==> src/rtl/mux_pc.sv <==
// Program-counter source mux with registered PC output and fetch-stall hold.
// Optional misalignment trap flag compiled in with `define MUX_PC_MISALIGN_EN.
module mux_pc #(
  parameter int               WIDTH        = 32,
  parameter logic [WIDTH-1:0] RESET_VECTOR = 32'h0000_0000
) (
  input  logic             clk,
  input  logic             rst_n,
  input  logic [WIDTH-1:0] I0,
  input  logic [WIDTH-1:0] I1,
  input  logic             A0,
  input  logic             en,
  output logic [WIDTH-1:0] next_pc,
`ifdef MUX_PC_MISALIGN_EN
  output logic             misalign,
`endif
  output logic [WIDTH-1:0] Q
);

  logic [WIDTH-1:0] pc_q, pc_d;

  // AND-OR select so an X on A0 propagates instead of being resolved by an if/else
  assign next_pc = (I0 & ~{WIDTH{A0}}) | (I1 & {WIDTH{A0}});
  assign Q       = pc_q;

`ifdef MUX_PC_MISALIGN_EN
  logic misalign_q, misalign_d;

  assign misalign = misalign_q;

  // A non-word-aligned target is refused: the PC stays put and the trap flag is raised
  always_comb begin
    pc_d       = pc_q;
    misalign_d = misalign_q;
    if (en) begin
      if (next_pc[1:0] != 2'b00) begin
        misalign_d = 1'b1;
      end else begin
        misalign_d = 1'b0;
        pc_d       = next_pc;
      end
    end
  end

  always_ff @(posedge clk) begin
    if (!rst_n) begin
      pc_q       <= RESET_VECTOR;
      misalign_q <= 1'b0;
    end else begin
      pc_q       <= pc_d;
      misalign_q <= misalign_d;
    end
  end
`else
  always_comb begin
    pc_d = pc_q;
    if (en) begin
      pc_d = next_pc;
    end
  end

  always_ff @(posedge clk) begin
    if (!rst_n) begin
      pc_q <= RESET_VECTOR;
    end else begin
      pc_q <= pc_d;
    end
  end
`endif

endmodule

==> config.mk <==
export PLATFORM = sky130hd
export DESIGN_NAME = mux_pc
export DESIGN_NICKNAME = d
export VERILOG_FILES = /design/src/rtl/mux_pc.sv
export SDC_FILE = /design/constraint.sdc
export NUM_CORES = 1
export LEC_CHECK = 0
export ABC_AREA = 1
export BUFFER_PORTS_ARGS = -buffer_cell sky130_fd_sc_hd__buf_2
export CORE_MARGIN = 2
export CORE_UTILIZATION = 40
export DETAILED_ROUTE_END_ITERATION = 8
export GPL_TIMING_DRIVEN = 1
export PLACE_DENSITY = 0.78
export SETUP_SLACK_MARGIN = 0.15
export SYNTH_ARGS = -nofsm -noshare
export SYNTH_HDL_FRONTEND = slang
export SYNTH_SLANG_ARGS = --single-unit
==> constraint.sdc <==
create_clock -name clk -period 0.8 [get_ports clk]
set_input_delay 0.12 -clock clk [delete_from_list [all_inputs] [get_ports clk]]
set_output_delay 0.12 -clock clk [all_outputs]
set_load 0.05 [all_outputs]
==> key figures, run 1 <==
Die
  – Top-Level Pins: approximately 130
  – Starting density of the core: between 40 and 50%
  – Die width: 72.6 um
  – # rows: 24
  – Die Span Y: 72.6 um

CTS
  – # H-tree levels: 2
  – Cts hold-fix bufs: 0
  – Root buf cell: clkbuf_8
  – Maximum buffer depth of the clock tree: 2
  – # clock sinks: 32
  – CTS Buf Count: 5

Logic synthesis
  – Ys Warns: 0
  – Post-synthesis cell count: 307
  – Count leader, synth: nand2_1
  – Most used flip-flop cell after synthesis: dfxtp_1
  – FF+latch count, synth: 32
  – Register area share after synthesis: approximately a third
  – Yosys cell types: 13
  – Post-synth ARST share: 0%
  – Syn Nets: around 380
  – Post-synth EDFFs: 0
  – Mapped Area: 1880 um^2
  – Post-synth top cells: 108 x nand2_1, 64 x nor2_1, 33 x inv_1, 32 x dfxtp_1, 32 x nand3_1
  – Leading area contributor after synthesis: dfxtp_1
  – Syn Area/Cell: 6.14 um^2
  – Largest cells by area after synthesis: dfxtp_1 34%, nand2_1 22%, nor2_1 13%, nand3_1 8.5%, nand2_2 6.6%
  – Synth top area share: 34.0%

Place
  – IO buf count: 131
  – Post-DP HPWL: between 4 and 5 mm
  – Dpl cells: between 500 and 600
  – DP Area: 3080 um^2
  – GP Congestion: 0.769

Timing
  – GR repair worst EP: Q[28]
  – Worst endpoint type: output port

Run status
  – Status: stopped before the end
  – Last stage: global routing (5_1_grt)
  – Error: [ERROR DPL-0038] Utilization greater than 100%, impossible to legalize

GRT
  – Largest net degree at the start of global routing: 33
metrics by stage:
stage / util (%) / worst slack [ns] / hold slack (ns)
2_1_floorplan: - / 0.0301 / 0.321
3_3_place_gp: 69.3 / -0.307 / 0.446
3_5_place_dp: 69.3 / -0.352 / 0.455
4_1_cts: 93.8 / -0.115 / 0.154
cells by family after synthesis:
logic type / after synthesis / synth area share [%]
buffers and inverters: 51 / 16.6
DFF: 32 / 34.0
and+or+nand+nor: 224 / 49.4
timing repair:
item | in CTS
setup buffers | 6
hold endpoints to repair | 0
pin swaps | 35
cloned | 4
resized for setup | 258
endpoints found under the setup margin | 89
==> inputs of run 2 (changes only) <==
Settings changed: CORE_UTILIZATION 40 to 25, PLACE_DENSITY 0.78 to unset, PLACE_DENSITY_LB_ADDON set to 0.15, SETUP_SLACK_MARGIN 0.15 to unset.
==> run 2 against run 1 <==
Net effect: the flow now finishes, with violations (negative setup slack); synthesized cell count stayed put; synthesized area stayed put.
==> key figures, run 2 <==
Routing
  – DRC: 0
  – Pre-Repair DR Iteration Count: 4
  – Wirelength per Cell: 12.3 um
  – Routed vias/inst: around 4.2
  – Drt initial violations: 28
  – DRT Wirelength: 7.08 mm
  – Routed Antenna Nets: 0
  – Vias: 2432

GRT
  – First-pass GRT wire length: between 10 and 15 mm
  – Vias in the first global route: approximately 2500
  – Largest net degree at the start of global routing: 33
  – Initial antenna violation count: 0
  – Tot GR Track Use: 16.0%
  – Total grt overflow: 0

Setup path
  – Worst R2R Setup Slack: 0.12 ns
  – R2r worst-path depth: 4
  – Critical-path cell list: buf_8
  – Worst EP required: 0.68 ns
  – Arrival time at the worst endpoint: just under 0.8 ns
  – CP Class: reg -> out
  – CP max-delay cell: dfxtp_2
  – FF-to-FF End: Q[5]$_SDFFE_PN0P_
  – Worst r2r src: Q[5]$_SDFFE_PN0P_
  – Cell family contributing the most delay on the critical path: flip-flops
  – Crit end category: output pin
  – Crit path max fanout: 2
  – Max stage delay on crit path: roughly 0.36 ns
  – CP Buf/Inv Count: 1
  – Critical Path Source Type: flip-flop

Power
  – Seq pwr share: between 20% and 30%
  – Clock power share: between 20% and 30%
  – Sw Ratio: 38.9%
  – Switching power: 2.44 mW
  – Peak supply drop: slightly below 0.9 mV
  – Power Dens Cells: 1380 nW/um^2
  – Int Pwr: about 3.8 mW
  – Total power: ~6.3 mW
  – Comb power frac: 49.8%
  – P_leak: about 2.4 nW

Timing
  – Least-Margin Pin Slew: 0.199 ns
  – Worst Clk Skew: 0 ns
  – Post-route setup slack: -0.103 ns
  – Hold_ws: 0.175 ns
  – Slew Viols, Final: 0
  – Fin. Hold Viols: 0
  – Fin Setup TNS: -4.42 ns
  – Count of final setup violators: 61
  – RSZ-0062 raised after global routing: true
  – Tmin final: 0.903 ns
  – Relative slew slack: between 80% and 90%
  – Period utilization: 113%
  – Fmax: 1110 MHz

Layout
  – Fin area: between 4000 and 5000 um^2
  – Layout cells sized above 1: about two thirds
  – Final nets: 546
  – Filler cell count: 646
  – Multi-input gate area: 1610 um^2
  – Diodes inserted: 0
  – Area grow syn2layout: 141%
  – Commonest non-fill, non-tap cells in the layout: 66 x buf_2, 64 x nor2_1, 61 x buf_8
  – Commonest non-fill, non-tap cell in the layout: buf_2
  – Max reg flops: 32
  – Register area: around 680 um^2

Die
  – # rows: 31
  – Starting density of the core: 25.8%
  – Top-Level Pins: between 100 and 150
  – Die area: 8250 um^2
  – Die Span Y: 90.8 um
  – Core area: 7290 um^2
  – Die width: around 90 um

Logic synthesis
  – Leading area contributor after synthesis: dfxtp_1
  – Mapped Area: 1880 um^2
  – Count leader, synth: nand2_1
  – Post-synthesis cell count: 307
  – FF+latch count, synth: 32
  – Register area share after synthesis: between 30 and 40%
  – Largest cells by area after synthesis: dfxtp_1 34%, nand2_1 22%, nor2_1 13%, nand3_1 8.5%, nand2_2 6.6%
  – Synth top area share: between 30% and 40%
  – Post-synth top cells: 108 x nand2_1, 64 x nor2_1, 33 x inv_1, 32 x dfxtp_1, 32 x nand3_1
  – Post-synth EDFFs: 0
  – Syn Area/Cell: roughly 6.1 um^2
  – Ys Warns: 0
  – Syn Nets: 375
  – Post-synth ARST share: 0%
  – Most used flip-flop cell after synthesis: dfxtp_1
  – Yosys cell types: 13

CTS
  – # H-tree levels: 2
  – CTS Buf Count: 5
  – CTS tree: yes
  – # clock sinks: 32
  – Root buf cell: clkbuf_8
  – Maximum buffer depth of the clock tree: 2
  – Clock transition at the registers of the reported paths: 0.06 ns
  – Worst skew pair latency: 0.27 ns

Run status
  – Status: finished with violations
  – Failing checks: negative setup slack

Place
  – DP Area: approximately 3100 um^2
  – GP Congestion: 0.716
  – IO buf count: between 100 and 150
  – Post-DP HPWL: 4.36 mm

Hold path
  – Hold Path Cell Cnt: 5
  – Hold_sp: I0[9]
  – Worst hold path type: in -> reg
  – Worst Hold End: Q[9]$_SDFFE_PN0P_

Run
  – Number of max-cap violations: 0
## run 2: power by group through the flow
stage | Combinational (mW) | Sequential, mW | Clock (mW)
finish | 3.13 | 1.84 | 1.31
global placement | 2.18 | 1.82 | 0
detailed placement | 2.19 | 1.83 | 0
CTS | 2.87 | 1.84 | 1.38
global route | 3.30 | 1.85 | 1.45
floorplan | 1.17 | 2.24 | 0
## run 2: cell families (layout without fill, tap and decap cells)
logic type	after synthesis	in the layout	synth area share (%)
buf+inv	51	222	16.6
simple gates	224	224	49.4
flops	32	32	34.0
## run 2: metrics by stage
stage | util [%] | worst slack [ns] | std cells
after detailed placement | 43.1 | -0.332 | 562
after CTS | 56.2 | -0.111 | 574
after global placement | 43.1 | -0.316 | 562
after floorplan | - | -0.0214 | 307
after global routing | 62.3 | -0.139 | 577
final | 62.3 | -0.103 | 577
## run 2: timing repair
| item | in CTS | in global routing |
|---|---|---|
| resized for setup | 237 | 77 |
| pin swaps | 6 | 1 |
| gates cloned | 3 | 3 |
| endpoints found under the setup margin | 64 | 64 |
| hold buffers | 0 | 0 |
| setup buffers | 2 | 0 |
## run 2: cell type report
type	count	share of cell area, %
Inverter	34	3.17
Sequential cell	32	15.0
Multi-Input combinational cell	224	35.5
Timing Repair inverter	3	1.76
Tap cell	99	2.73
Timing Repair Buffer	178	39.7
Clock buffer	7	2.12
## run 2: how the worst max path moves through the flow
stage                            startpoint     endpoint  slack (ns)  cells past startpoint
after detailed placement                 A0  next_pc[17]       -0.33                      5
after global routing      Q[2]$_SDFFE_PN0P_         Q[2]       -0.14                      1
after floorplan                          A0  next_pc[10]       -0.02                      5
final                     Q[5]$_SDFFE_PN0P_         Q[5]       -0.10                      1
after CTS                 Q[3]$_SDFFE_PN0P_         Q[3]       -0.11                      1
after global placement                   A0  next_pc[19]       -0.32                      5
## run 2: layer usage
metal / vias to the layer above / global-route usage [%] / wire (um)
met2: 73 / 31.6 / 3910
met4: 0 / 3.03 / 41
met1: 1103 / 16.6 / 2650
met5: - / 0 / 0
met3: 5 / 4.84 / 478
li1: 1251 / - / -
No activity file was read; power rests on OpenSTA's default activity.
